==> src/rtl/ssd1306_pkg.sv <==
// rtl/ssd1306_pkg.sv - SSD1306 opcodes, argument-count sets, address modes and parser states
package ssd1306_pkg;

  localparam int NUM_COLS_DEF  = 128;
  localparam int NUM_PAGES_DEF = 8;

  localparam logic [7:0] OP_ADDR_MODE   = 8'h20;
  localparam logic [7:0] OP_COL_ADDR    = 8'h21;
  localparam logic [7:0] OP_PAGE_ADDR   = 8'h22;
  localparam logic [7:0] OP_CONTRAST    = 8'h81;
  localparam logic [7:0] OP_NORMAL      = 8'hA6;
  localparam logic [7:0] OP_INVERSE     = 8'hA7;
  localparam logic [7:0] OP_DISPLAY_OFF = 8'hAE;
  localparam logic [7:0] OP_DISPLAY_ON  = 8'hAF;

  localparam logic [1:0] AM_HORIZ = 2'b00;
  localparam logic [1:0] AM_VERT  = 2'b01;
  localparam logic [1:0] AM_PAGE  = 2'b10;

  typedef enum logic [1:0] {ST_IDLE, ST_ARG1, ST_ARG2} parse_state_t;

  function automatic logic is_one_arg(input logic [7:0] op);
    case (op)
      8'h81, 8'h20, 8'hA8, 8'hD3, 8'hD5, 8'hD9, 8'hDB, 8'h8D: return 1'b1;
      default: return 1'b0;
    endcase
  endfunction

  function automatic logic is_two_arg(input logic [7:0] op);
    return (op == OP_COL_ADDR) || (op == OP_PAGE_ADDR);
  endfunction

  // B0..B7 set the page start in page addressing mode
  function automatic logic is_page_select(input logic [7:0] op);
    return op[7:3] == 5'b10110;
  endfunction

endpackage

==> src/rtl/spi_byte_rx.sv <==
// rtl/spi_byte_rx.sv - oversampling SPI byte receiver: synchronisers, sclk edge detect, shift register
module spi_byte_rx #(
  parameter int SYNC_STAGES = 2
) (
  input  logic       clk,
  input  logic       rst,
  input  logic       io_sclk,
  input  logic       io_sdin,
  input  logic       io_cs,
  input  logic       io_dc,
  input  logic       io_reset,
  output logic [7:0] rx_byte,
  output logic       rx_dc,
  output logic       byte_valid,
  output logic       panel_rst_n
);

  logic [SYNC_STAGES-1:0] sclk_q, sdin_q, cs_q, dc_q, rstn_q;
  logic       sclk_s, sdin_s, cs_s, dc_s;
  logic       sclk_prev;
  logic       sclk_rise;
  logic [6:0] shreg;
  logic [2:0] bit_cnt;

  // Chains reset to the idle pin levels so no spurious edge follows rst
  always_ff @(posedge clk) begin
    if (rst) begin
      sclk_q <= '1;
      sdin_q <= '0;
      cs_q   <= '1;
      dc_q   <= '0;
      rstn_q <= '1;
    end else begin
      sclk_q <= {sclk_q[SYNC_STAGES-2:0], io_sclk};
      sdin_q <= {sdin_q[SYNC_STAGES-2:0], io_sdin};
      cs_q   <= {cs_q[SYNC_STAGES-2:0], io_cs};
      dc_q   <= {dc_q[SYNC_STAGES-2:0], io_dc};
      rstn_q <= {rstn_q[SYNC_STAGES-2:0], io_reset};
    end
  end

  assign sclk_s      = sclk_q[SYNC_STAGES-1];
  assign sdin_s      = sdin_q[SYNC_STAGES-1];
  assign cs_s        = cs_q[SYNC_STAGES-1];
  assign dc_s        = dc_q[SYNC_STAGES-1];
  assign panel_rst_n = rstn_q[SYNC_STAGES-1];
  assign sclk_rise   = sclk_s & ~sclk_prev;

  always_ff @(posedge clk) begin
    if (rst || !panel_rst_n) begin
      sclk_prev  <= 1'b1;
      shreg      <= '0;
      bit_cnt    <= '0;
      byte_valid <= 1'b0;
      rx_byte    <= '0;
      rx_dc      <= 1'b0;
    end else begin
      sclk_prev  <= sclk_s;
      byte_valid <= 1'b0;
      if (cs_s) begin
        bit_cnt <= '0;
      end else if (sclk_rise) begin
        shreg   <= {shreg[5:0], sdin_s};
        bit_cnt <= bit_cnt + 3'd1;
        if (bit_cnt == 3'd7) begin
          byte_valid <= 1'b1;
          rx_byte    <= {shreg, sdin_s};
          rx_dc      <= dc_s;
        end
      end
    end
  end

endmodule

==> src/rtl/ssd1306_spi_sink.sv <==
// rtl/ssd1306_spi_sink.sv - SSD1306 SPI sink: command parser, register effects, GDDRAM address generator
module ssd1306_spi_sink
  import ssd1306_pkg::*;
#(
  parameter int SYNC_STAGES = 2,
  parameter int NUM_COLS    = NUM_COLS_DEF,
  parameter int NUM_PAGES   = NUM_PAGES_DEF
) (
  input  logic       clk,
  input  logic       rst,
  input  logic       io_sclk,
  input  logic       io_sdin,
  input  logic       io_cs,
  input  logic       io_dc,
  input  logic       io_reset,
  output logic       cmd_valid,
  output logic [7:0] cmd_opcode,
  output logic [7:0] cmd_arg0,
  output logic [7:0] cmd_arg1,
  output logic       cmd_err,
  output logic       ram_we,
  output logic [9:0] ram_addr,
  output logic [7:0] ram_wdata,
  output logic       frame_done,
  output logic       display_on,
  output logic [7:0] contrast,
  output logic       inverse,
  output logic [1:0] addr_mode
);

  localparam int CW = $clog2(NUM_COLS);
  localparam int PW = $clog2(NUM_PAGES);

  logic [7:0]   rx_byte;
  logic         rx_dc, byte_valid, panel_rst_n, srst;
  parse_state_t state, state_d;
  logic [7:0]   pend_op, pend_a0;
  logic         fire, err, wr;
  logic [7:0]   fire_op, fire_a0, fire_a1;
  logic [CW-1:0] col, col_start, col_end;
  logic [PW-1:0] page, page_start, page_end;

  spi_byte_rx #(.SYNC_STAGES(SYNC_STAGES)) u_rx (
    .clk        (clk),
    .rst        (rst),
    .io_sclk    (io_sclk),
    .io_sdin    (io_sdin),
    .io_cs      (io_cs),
    .io_dc      (io_dc),
    .io_reset   (io_reset),
    .rx_byte    (rx_byte),
    .rx_dc      (rx_dc),
    .byte_valid (byte_valid),
    .panel_rst_n(panel_rst_n)
  );

  assign srst = rst | ~panel_rst_n;

  always_ff @(posedge clk) begin
    if (srst) state <= ST_IDLE;
    else      state <= state_d;
  end

  always_comb begin
    state_d = state;
    fire    = 1'b0;
    fire_op = pend_op;
    fire_a0 = 8'h00;
    fire_a1 = 8'h00;
    err     = 1'b0;
    wr      = 1'b0;
    if (byte_valid) begin
      if (rx_dc) begin
        // A data byte aborts a pending command and is still written
        wr = 1'b1;
        if (state != ST_IDLE) begin
          err     = 1'b1;
          state_d = ST_IDLE;
        end
      end else begin
        case (state)
          ST_IDLE: begin
            if (is_one_arg(rx_byte) || is_two_arg(rx_byte)) begin
              state_d = ST_ARG1;
            end else begin
              fire    = 1'b1;
              fire_op = rx_byte;
            end
          end
          ST_ARG1: begin
            if (is_two_arg(pend_op)) begin
              state_d = ST_ARG2;
            end else begin
              fire    = 1'b1;
              fire_a0 = rx_byte;
              state_d = ST_IDLE;
            end
          end
          ST_ARG2: begin
            fire    = 1'b1;
            fire_a0 = pend_a0;
            fire_a1 = rx_byte;
            state_d = ST_IDLE;
          end
          default: state_d = ST_IDLE;
        endcase
      end
    end
  end

  always_ff @(posedge clk) begin
    if (srst) begin
      pend_op    <= '0;
      pend_a0    <= '0;
      cmd_valid  <= 1'b0;
      cmd_err    <= 1'b0;
      ram_we     <= 1'b0;
      frame_done <= 1'b0;
      cmd_opcode <= '0;
      cmd_arg0   <= '0;
      cmd_arg1   <= '0;
      ram_addr   <= '0;
      ram_wdata  <= '0;
      display_on <= 1'b0;
      contrast   <= 8'h7F;
      inverse    <= 1'b0;
      addr_mode  <= AM_PAGE;
      col_start  <= '0;
      col_end    <= CW'(NUM_COLS - 1);
      page_start <= '0;
      page_end   <= PW'(NUM_PAGES - 1);
      col        <= '0;
      page       <= '0;
    end else begin
      cmd_valid  <= fire;
      cmd_err    <= err;
      ram_we     <= wr;
      frame_done <= 1'b0;
      if (byte_valid && !rx_dc && state == ST_IDLE) pend_op <= rx_byte;
      if (byte_valid && !rx_dc && state == ST_ARG1) pend_a0 <= rx_byte;
      if (fire) begin
        cmd_opcode <= fire_op;
        cmd_arg0   <= fire_a0;
        cmd_arg1   <= fire_a1;
        case (fire_op)
          OP_DISPLAY_OFF: display_on <= 1'b0;
          OP_DISPLAY_ON:  display_on <= 1'b1;
          OP_CONTRAST:    contrast   <= fire_a0;
          OP_ADDR_MODE:   addr_mode  <= fire_a0[1:0];
          OP_NORMAL:      inverse    <= 1'b0;
          OP_INVERSE:     inverse    <= 1'b1;
          OP_COL_ADDR: begin
            col_start <= fire_a0[CW-1:0];
            col_end   <= fire_a1[CW-1:0];
            col       <= fire_a0[CW-1:0];
          end
          OP_PAGE_ADDR: begin
            page_start <= fire_a0[PW-1:0];
            page_end   <= fire_a1[PW-1:0];
            page       <= fire_a0[PW-1:0];
          end
          default: if (is_page_select(fire_op)) page <= fire_op[PW-1:0];
        endcase
      end
      if (wr) begin
        ram_addr  <= 10'(page) * 10'(NUM_COLS) + 10'(col);
        ram_wdata <= rx_byte;
        case (addr_mode)
          AM_HORIZ: begin
            if (col == col_end) begin
              col <= col_start;
              if (page == page_end) begin
                page       <= page_start;
                frame_done <= 1'b1;
              end else begin
                page <= page + PW'(1);
              end
            end else begin
              col <= col + CW'(1);
            end
          end
          AM_VERT: begin
            if (page == page_end) begin
              page <= page_start;
              if (col == col_end) begin
                col        <= col_start;
                frame_done <= 1'b1;
              end else begin
                col <= col + CW'(1);
              end
            end else begin
              page <= page + PW'(1);
            end
          end
          default: col <= (col == col_end) ? col_start : col + CW'(1);
        endcase
      end
    end
  end

endmodule

==> config.mk <==
export PLATFORM = sky130hd
export DESIGN_NAME = ssd1306_spi_sink
export DESIGN_NICKNAME = d
export VERILOG_FILES = /design/src/rtl/ssd1306_pkg.sv /design/src/rtl/spi_byte_rx.sv /design/src/rtl/ssd1306_spi_sink.sv
export SDC_FILE = /design/constraint.sdc
export NUM_CORES = 1
export LEC_CHECK = 0
export CAP_MARGIN = 10
export CELL_PAD_IN_SITES_DETAIL_PLACEMENT = 1
export CELL_PAD_IN_SITES_GLOBAL_PLACEMENT = 2
export CORE_AREA = 2 2 125 127
export CTS_CLUSTER_DIAMETER = 120
export DETAILED_ROUTE_END_ITERATION = 6
export DIE_AREA = 0 0 127 129
export DONT_BUFFER_PORTS = 1
export PLACE_DENSITY = 0.84
export SLEW_MARGIN = 20
export SYNTH_ARGS = -nofsm -noshare
export SYNTH_HDL_FRONTEND = slang
export SYNTH_SLANG_ARGS = --single-unit
export TNS_END_PERCENT = 20
==> constraint.sdc <==
create_clock -name clk -period 3.92 [get_ports clk]
set_clock_uncertainty 0.05 [all_clocks]
set_input_delay 0.392 -clock clk [delete_from_list [all_inputs] [get_ports clk]]
set_output_delay 0.392 -clock clk [all_outputs]
set_load 0.01 [all_outputs]
==> results of run 1 <==
stage by stage:
stage | hold WS (ps) | power [mW] | setup WS [ps] | cells | util (%)
detailed placement | 354.1 | 1.469 | 716.5 | 837 | 40.48
finish | 16.59 | 3.199 | 679.6 | 872 | 45.06
floorplan | 339.5 | 1.459 | 1579 | 684 | -
CTS | 1.712 | 3.232 | 656.9 | 871 | 44.95
global route | 2.758 | 3.299 | 447.1 | 872 | 45.06
global placement | 340.5 | 1.466 | 903.9 | 837 | 40.48
logic make-up (layout without fill, tap and decap cells):
kind of cell	after synthesis	count (layout)
DFF	137	137
buffers and inverters	60	60
adders and majority gates	9	9
xor gates and xnor gates	19	19
AOI/OAI and AO/OA	136	136
and+or+nand+nor	281	281
muxes	42	42
sequential cells by signal, indices dropped and copies added, names as in the netlist, 2 cells and up:
| signal | count |
|---|---|
| ram_addr | 10 |
| cmd_arg0 | 8 |
| cmd_arg1 | 8 |
| cmd_opcode | 8 |
| contrast | 8 |
| pend_a0 | 8 |
| pend_op | 8 |
| ram_wdata | 8 |
| u_rx.rx_byte | 8 |
| col | 7 |
| col_end | 7 |
| col_start | 7 |
| u_rx.shreg | 7 |
| page | 3 |
| page_end | 3 |
| page_start | 3 |
| u_rx.bit_cnt | 3 |
| addr_mode | 2 |
| state | 2 |
| u_rx.cs_q | 2 |
| u_rx.dc_q | 2 |
| u_rx.rstn_q | 2 |
| u_rx.sclk_q | 2 |
| u_rx.sdin_q | 2 |
repair_timing:
action | in CTS | in global routing
gates resized for setup | 0 | 0
hold endpoints to repair | 5 | 1
buffers inserted | 0 | 0
hold buffers | 2 | 1
cells in the final DEF (no fill, tap or decap), types with 3 or more instances in the layout:
cell,n
dfxtp_1,137
nand2_1,120
nor2_1,80
a21oi_1,58
mux2i_1,42
clkbuf_16,17
nand3_1,15
buf_4,15
a211oi_1,14
nor2b_1,13
inv_1,10
xor2_1,10
a32oi_1,9
xnor2_1,9
a221oi_1,9
ha_1,9
o211ai_1,8
o21ai_0,8
or2_2,7
o21ai_1,7
nor3_1,7
or3_1,5
bufinv_16,5
nor3b_1,4
clkinvlp_4,4
nor4_1,3
and2_1,3
nor3_4,3
nand4b_1,3
dlygate4sd3_1,3
final timing paths:
check / depth (start not counted) / to / slack (ps)
setup / recovery: 8 / col_start[5] / 680
hold / removal: 1 / u_rx.sclk_q[0] / 20
setup reg to reg: 8 / col_start[5] / 680
hold reg to reg: 1 / u_rx.rstn_q[1] / 360
cell usage after synthesis, drive strengths merged, types with 2 or more instances:
cell type / n
o211ai: 9
a221oi: 10
a21oi: 58
mux2i: 42
xor2: 10
nand4b: 3
nor4: 5
a2bb2oi: 2
a211oi: 14
dfxtp: 137
a32oi: 9
o31ai: 3
or2: 7
a31oi: 2
nand2b: 3
nor2: 80
nand3: 15
ha: 9
nor3b: 4
a221o: 2
a211o: 2
xnor2: 9
o31a: 2
inv: 10
clkbuf: 30
o21ai: 15
nand2: 120
nor3: 12
nor2b: 15
buf: 20
and4: 2
and2: 3
or3: 5
power by group:
part           switching (mW)  internal [mW]  total [mW]  leakage [nW]
Sequential            0.00187           1.40        1.40          1.11
Combinational          0.0305         0.0107      0.0412         0.930
Clock                   0.627           1.13        1.76         0.303
layer usage:
layer | global-route usage, % | up-vias | share of wire, %
met4 | 7.628 | 0 | 1.8
li1 | - | 2353 | -
met5 | 0 | - | 0
met3 | 5.613 | 23 | 4.7
met1 | 25.72 | 2411 | 44
met2 | 36.08 | 107 | 50
layout make-up:
class,count,area (um^2)
multi-input cells,487,2942
inverters,10,37.54
repair buffers,18,142.6
fillers,1732,8228
well taps,188,235.2
clock buffers,18,429.2
clock inverters,14,220.2
flip-flops and latches,137,2743
worst max-delay path, cell delays in order (launching register included):
cell and delay, ps:
dfxtp_1 330, inv_1 140, ha_1 240, nand2_1 380
or2_2 460, o31a_1 260, or3_1 670, or3_1 490
o21ai_1 160
==> results_dict.tcl, run 1 <==
set metrics [dict create \
    initialDrtViolationCount 303 \
    setup_violations 0 \
    synth_top_family_by_area "simple AND/OR/NAND/NOR gates" \
    hold_class "input pin to register" \
    min_period_ps 3240 \
    wl_per_cell_um 19.01 \
    relSlewSlack_pct 45.39 \
    synth_edf_count 0 \
    clockBufferDepth 2 \
    root_buffer "clkbuf_16" \
    gp_congestion 0.8617 \
    hpwl_um 11530 \
    dieWidth_um 127 \
    postLayoutCellArea_um2 6749 \
    maxCapViolCount 0 \
    endpoint_kind "register" \
    synth_compound_area_share_pct 15.15 \
    portBuffers 0 \
    num_vias 4894 \
    cp-start-kind "register" \
    clk_pin_slew_ps 60 \
    cts_num_sinks 137 \
    yosys_warnings 0 \
    slew_viol_final 0 \
    firstDrtPassIters 5 \
    worstSetupStartpoint "state[1]" \
    tns_ps 0 \
    grt_first_pass_wirelength_um 27100 \
    hold_path_startpoint "io_sclk" \
    die_h_um 129 \
    synthTopCellsByArea "dfxtp_1 46%, nand2_1 7.6%, mux2i_1 7.1%, nor2_1 5.1%, a21oi_1 4.9%" \
    syn_area_per_cell_um2 8.647 \
    dieArea_um2 16380 \
    top_level_ports 65 \
    synthCells 684 \
    area_growth_pct 14.11 \
    crit_required_ps 4230 \
    rows 45 \
    r2r_start "state[1]" \
    grt_pass1_vias 5120 \
    synth_top_area_share_pct 46.37 \
    synthSimpleGateAreaFrac_pct 22.30 \
    synth_fa_ha_area_share_pct 1.904 \
    syn_nets 700 \
    synthDistinctLibCells 60 \
    antenna_found_initial 0 \
    grt_start_max_net_pins 69 \
    coreArea_um2 14980 \
    layout-drive-gt1-share_pct 9.942 \
    cts_tree "done" \
    synth-xor-area-share_pct 2.814 \
    grt_overflow 0 \
    fin_crit_sh_pct 82.66 \
    antenna_left 0 \
    vias_per_cell 5.612 \
    synthArstFlopShare_pct 0 \
    crit_type "register to register" \
    ys_ff_latch 137 \
    cp_max_fo 20 \
    worst_pin_slew_ps 817.4 \
    hold_viol_final 0 \
    ys_seq_area_share_pct 46.37 \
    synth_area_um2 5914 \
    synth_area_leader_cell "dfxtp_1" \
    rsz0062_at_grt "no" \
    status "finished clean" \
    worstPathArrival_ps 3550 \
    p_leak_nw 2.339 \
    vdd_drop_max_v 0.0002748 \
    clock_latency_ps 430 \
    start_util_pct 39.49 \
    grt_usage_pct 21.10 \
    drc 0 \
    place_area_um2 6063 \
    synth_ff_type "dfxtp_1" \
    max_freq_mhz 308.6 \
    synthMuxAreaShare_pct 7.108 \
    cts_buffers 17 \
    cellPowerDensity_nw_per_um2 474.1 \
    routed_wl_um 16570 \
    cts.htree.levels 4 \
    layout.nets 687 \
    diodes 0 \
]
(Power assumes the default switching activity.)
==> run 2: changes to the inputs <==
- ABC_AREA: default -> 1
- CORE_AREA: 2 2 125 127 -> 2 2 131 133
- DIE_AREA: 0 0 127 129 -> 0 0 133 135
- PLACE_DENSITY: 0.84 -> 0.82
- clock period: 3.92 -> 3.37 ns (I/O delays scaled with it)
==> run 2 against run 1 <==
Against the previous run: maximum frequency rose by 8.3%; largest power group unchanged; global-route usage rose by 0.32 points; die area rose by 9.6%; design area rose by 1.4%; sequential share of layout area fell by 0.54 points; non-clock buffer count fell by 1; final cell count rose by 18%; worst setup slack got worse by 300 ps; combinational power rose by 37%; first-iteration DRC count fell by 26%; via count rose by 9.3%; critical path depth rose by 7.
==> results_dict.tcl, run 2 <==
set metrics [dict create \
    synthCells 788 \
    synth_compound_area_share_pct 18.18 \
    synthTopCellsByArea "dfxtp_1 46%, nand2_1 9.5%, a21oi_1 6.8%, o21ai_0 6.0%, inv_1 4.5%" \
    worstPathArrival_ps 3220 \
    coreArea_um2 16410 \
    antenna_found_initial 0 \
    worst_pin_slew_ps 824.9 \
    antenna_left 0 \
    firstDrtPassIters 4 \
    yosys_warnings 0 \
    synthMuxAreaShare_pct 0.1882 \
    drc 0 \
    vias_per_cell 5.218 \
    routed_wl_um 18480 \
    regMostFlops "ram_addr" \
    place_area_um2 6211 \
    tns_ps 0 \
    hold_viol_final 0 \
    relSlewSlack_pct 44.95 \
    cp_slowest_stage_delay_ps 360 \
    swShare_pct 21.65 \
    comb_power_share_pct 1.6 \
    layout.nets 809 \
    max_freq_mhz 334.4 \
    cp-start-kind "register" \
    synthArstFlopShare_pct 0 \
    ys_ff_latch 137 \
    root_buffer "clkbuf_16" \
    layout-drive-gt1-share_pct 11.80 \
    hold_end "addr_mode[1]" \
    grt_start_max_net_pins 57 \
    crit_type "register to register" \
    final_util_pct 41.69 \
    clk_pin_slew_ps 60 \
    rsz0062_at_grt "no" \
    setup_ws_ps 379.3 \
    cts_tree "done" \
    hold_path_depth 4 \
    dp_slack_ps 392.6 \
    hold_path_startpoint "rst" \
    power.total_mw 3.499 \
    r2r_start "state[0]" \
    grt_usage_pct 21.42 \
    synth-xor-area-share_pct 1.757 \
    grt_pass1_vias 5597 \
    grt_overflow 0 \
    ys_seq_area_share_pct 45.85 \
    clock_latency_ps 420 \
    slew_viol_final 0 \
    wl_per_cell_um 18.03 \
    crit_required_ps 3600 \
    internal_power_mw 2.741 \
    hpwl_um 13400 \
    postLayoutCellArea_um2 6840 \
    synth_top_family_by_area "simple AND/OR/NAND/NOR gates" \
    p_leak_nw 2.699 \
    cpMaxStageDelayCell "nor2_4" \
    final_common_cell "nand2_1" \
    yosysMostFrequentCell "nand2_1" \
    portBuffers 0 \
    gp_congestion 0.9068 \
    synth_top_area_share_pct 45.85 \
    num_vias 5348 \
    synthDistinctLibCells 41 \
    synth_fa_ha_area_share_pct 1.882 \
    initialDrtViolationCount 224 \
    diodes 0 \
    clkPwrFrac_pct 51.9 \
    cts_num_sinks 137 \
    syn_area_per_cell_um2 7.591 \
    maxCapViolCount 0 \
    grt_first_pass_wirelength_um 29790 \
    final_cell_mix "151 x nand2_1, 137 x dfxtp_1, 81 x a21oi_1" \
    min_period_ps 2991 \
    start_util_pct 36.46 \
    endpoint_kind "register" \
    clockBufferDepth 2 \
    reg2reg_depth 15 \
    synth_common_cells "151 x nand2_1, 137 x dfxtp_1, 81 x a21oi_1" \
    dieArea_um2 17960 \
    cts.htree.levels 4 \
    vdd_drop_max_v 0.0003561 \
    cts_buffers 17 \
    syn_nets 804 \
    wl_met3_um 710 \
    hold_class "input pin to register" \
    dr_wl_met2_um 9602 \
    synth_ff_type "dfxtp_1" \
    highest_layer "met4" \
    synth_area_um2 5982 \
    cellPowerDensity_nw_per_um2 511.5 \
    cp_max_fo 22 \
    path_buf_inv 3 \
    setup_violations 0 \
    ctsResizeCount 0 \
    largest_reg_flops 10 \
    r2r_end "col[3]" \
    status "finished clean" \
    p_sw_mw 0.7573 \
    synth_edf_count 0 \
    synth_area_leader_cell "dfxtp_1" \
    rows 47 \
    met1_length_um 7807 \
    area_growth_pct 14.35 \
    top_level_ports 65 \
    cp_top_family "simple AND/OR/NAND/NOR gates" \
    power_frac_seq_pct 46.5 \
    fin_crit_sh_pct 88.75 \
    crit_chain "inv_1 -> ha_1 -> inv_1 -> nor2_4 -> inv_1 -> nor2_8 -> nand2_1 -> nand2_2 -> nand2_2 -> nor2_4 -> nand2_4 -> nor2_8 -> nand2_2 -> a21oi_1 -> a221oi_2" \
    synthSimpleGateAreaFrac_pct 24.41 \
    die_h_um 135 \
    dieWidth_um 133 \
    reg2reg_setup_slack_ps 380 \
]
run 2: changes by cell type after synthesis, sizes merged, moves of 12 or more:
cell	change
a21oi	+24
nand4	+15
mux2i	-42
buf	-12
o21ai	+58
nand2	+44
nor2b	-15
nand3	+28
inv	+77
run 2: metrics by stage:
step	hold slack, ps	instances
floorplan	338.3	788
global placement	343.5	988
detailed placement	347.8	988
CTS	350.6	1025
global route	373.4	1025
finish	356.6	1025
run 2: cell type report:
class	count	area, um^2
Timing Repair Buffer	17	142.6
Tap cell	220	275.3
Clock buffer	19	442.9
Fill cell	2013	9567
Inverter	89	334.1
Multi-Input combinational cell	531	2776
Clock inverter	12	126.4
Sequential cell	137	2743
run 2: routing by layer:
| layer | vias to the layer above | GRT usage (%) |
|---|---|---|
| met5 | - | 0 |
| met4 | 0 | 8.841 |
| met3 | 29 | 5.105 |
| met2 | 95 | 38.31 |
| met1 | 2606 | 24.59 |
| li1 | 2618 | - |
run 2: cell families (layout without fill, tap and decap cells):
family / after synthesis / in the layout
simple gates: 315 / 315
buf+inv: 120 / 137
flops: 137 / 137
compound gates: 194 / 194
fa+ha+maj: 9 / 9
mux: 1 / 1
xor+xnor: 12 / 12
run 2: what timing repair did:
item,in CTS,in global routing
endpoints found under the hold margin,10,0
hold buffers,6,0
buffers inserted,0,0
run 2: worst max path at each step:
stage	from	endpoint	slack [ps]	depth (start not counted)
floorplan	state[0]	col[5]	1010	18
global placement	state[0]	col[4]	570	15
global route	state[0]	page[2]	2	19
finish	state[0]	col[3]	380	15
detailed placement	state[0]	col[3]	390	15
CTS	state[0]	col[3]	360	15
run 2: power by group through the flow:
| stage | registers [mW] | logic, mW | clock network [mW] |
|---|---|---|---|
| after global placement | 1.66 | 0.0483 | 0 |
| after CTS | 1.63 | 0.0567 | 1.86 |
| after detailed placement | 1.66 | 0.0499 | 0 |
| after global routing | 1.63 | 0.0631 | 1.93 |
| after floorplan | 1.66 | 0.0371 | 0 |
| final | 1.63 | 0.0563 | 1.81 |
run 2: worst min-delay path, stage by stage:
cell and delay [ps]:
inv_1 20, nand2_1 70, inv_2 200, o221ai_1 140
==> run 3: changes to the inputs <==
- CAP_MARGIN: 10 -> default
- REMOVE_ABC_BUFFERS: default -> 1
==> run 3 against run 2 <==
Against the previous run: highest routed layer unchanged; clock power up 3%; via count down 0.79%; worst hold slack better by 6.7 ps; core utilization up 0.16 points; final cell count up 0.20%; sequential power about the same; largest power group unchanged; critical endpoint unchanged; critical path type unchanged; combinational power about the same; critical path depth unchanged.
==> results_dict.tcl, run 3 (same netlist as run 2, synthesis figures left out) <==
set metrics [dict create \
    status "finished clean" \
    grt_pass1_vias 5530 \
    worstPathArrival_ps 3260 \
    crit_required_ps 3610 \
    rows 47 \
    antenna_left 0 \
    drc 0 \
    initialDrtViolationCount 223 \
    cts_num_sinks 137 \
    wl_per_cell_um 17.40 \
    p_sw_mw 0.7948 \
    hpwl_um 13110 \
    dieWidth_um 133 \
    cts_buffers 17 \
    postLayoutCellArea_um2 6867 \
    grt_start_max_net_pins 41 \
    vias_per_cell 5.167 \
    diodes 0 \
    clk_pin_slew_ps 60 \
    layout.nets 810 \
    hold_viol_final 0 \
    gp_congestion 0.9185 \
    power.total_mw 3.545 \
    top_level_ports 65 \
    tns_ps 0 \
    num_vias 5306 \
    clock_latency_ps 430 \
    final_cell_mix "151 x nand2_1, 137 x dfxtp_1, 81 x a21oi_1" \
    final_util_pct 41.85 \
    hold_class "register to register" \
    layout-drive-gt1-share_pct 12.14 \
    coreArea_um2 16410 \
    place_area_um2 6218 \
    fillCellCount 1972 \
    ctsResizeCount 0 \
    max_freq_mhz 331.2 \
    root_buffer "clkbuf_16" \
    grt_usage_pct 20.59 \
    grt_first_pass_wirelength_um 28900 \
    min_period_ps 3019 \
    comb_power_share_pct 1.6 \
    dieArea_um2 17960 \
    clockBufferDepth 2 \
    grt_overflow 0 \
    relSlewSlack_pct 53.74 \
    area_growth_pct 14.79 \
    power_frac_seq_pct 45.9 \
    die_h_um 135 \
    maxCapViolCount 0 \
    antenna_found_initial 0 \
    setup_violations 0 \
    fin_crit_sh_pct 89.58 \
    cp_slowest_stage_delay_ps 380 \
    cts.htree.levels 4 \
    setup_ws_ps 351.1 \
    swShare_pct 22.42 \
    crit_type "register to register" \
    worst_pin_slew_ps 691.3 \
    dp_slack_ps 366.4 \
    crit_chain "inv_1 -> ha_1 -> inv_1 -> nor2_4 -> inv_1 -> nor2_8 -> nand2_1 -> nand2_2 -> nand2_2 -> nor2_4 -> nand2_4 -> nor2_8 -> nand2_2 -> a21oi_1 -> a221oi_2" \
    clkPwrFrac_pct 52.5 \
    portBuffers 0 \
    largest_reg_flops 10 \
    firstDrtPassIters 4 \
    vdd_drop_max_v 0.0003642 \
    endpoint_kind "register" \
    p_leak_nw 2.691 \
    cp-start-kind "register" \
    cp_max_fo 22 \
    start_util_pct 36.46 \
    internal_power_mw 2.750 \
    slew_viol_final 0 \
    routed_wl_um 17870 \
    cpMaxStageDelayCell "nor2_4" \
    regMostFlops "ram_addr" \
    final_common_cell "nand2_1" \
    cellPowerDensity_nw_per_um2 516.2 \
    cts_tree "done" \
    rsz0062_at_grt "no" \
]
==> run 3: changes by cell type in the layout (fill, tap and decap cells not counted), sizes merged <==
cell / change
clkinv: -3
clkbuf: -1
clkinvlp: +5
buf: +1
==> run 3: worst paths after layout <==
path | end | start | cells past startpoint | slack [ps]
min | u_rx.sclk_q[1] | u_rx.sclk_q[0] | 1 | 360
min reg2reg | u_rx.sclk_q[1] | u_rx.sclk_q[0] | 1 | 360
max | col[3] | state[1] | 15 | 350
max reg2reg | col[3] | state[1] | 15 | 350
==> run 3: per-stage QoR <==
| step | hold slack (ps) | cells |
|---|---|---|
| 6_report | 363.3 | 1027 |
| 5_1_grt | 377.7 | 1027 |
| 4_1_cts | 364.9 | 1027 |
| 3_5_place_dp | 350.4 | 989 |
| 3_3_place_gp | 346.2 | 989 |
| 2_1_floorplan | 338.3 | 757 |
==> run 3: power groups by stage <==
stage	logic [mW]	clock network (mW)	registers, mW
after floorplan	0.0315	0	1.66
after global placement	0.0481	0	1.66
after detailed placement	0.0503	0	1.66
after CTS	0.0567	1.89	1.63
after global routing	0.0631	1.95	1.63
final	0.0565	1.86	1.63
==> run 3: critical path, delay by kind of cell (launching register included) <==
kind	cells	cell delay, ps
buf+inv	3	390
fa+ha+maj	1	200
compound gates	2	340
simple gates	9	1560
flops	1	340
==> run 3: what timing repair did <==
item / in CTS / in global routing
buffers inserted: 0 / 0
hold buffers: 6 / 0
hold endpoints to repair: 10 / 0
==> run 3: cell type report <==
cell class	count	area [um^2]	area share [%]
clock buffer	18	439.2	6.396
inverter	89	334.1	4.865
tap	220	275.3	4.009
multi-input combinational	531	2776	40.43
clock inverter	14	148.9	2.168
sequential	137	2743	39.94
timing repair buffer	18	150.1	2.187
==> run 3: layer usage <==
layer  GRT usage, %  vias to the layer above  share of wire [%]
li1               -                     2623                  -
met1          24.73                     2574                 46
met2          35.72                       81                 49
met3          4.692                       28                2.8
met4          8.363                        0                2.4
met5              0                        -                  0
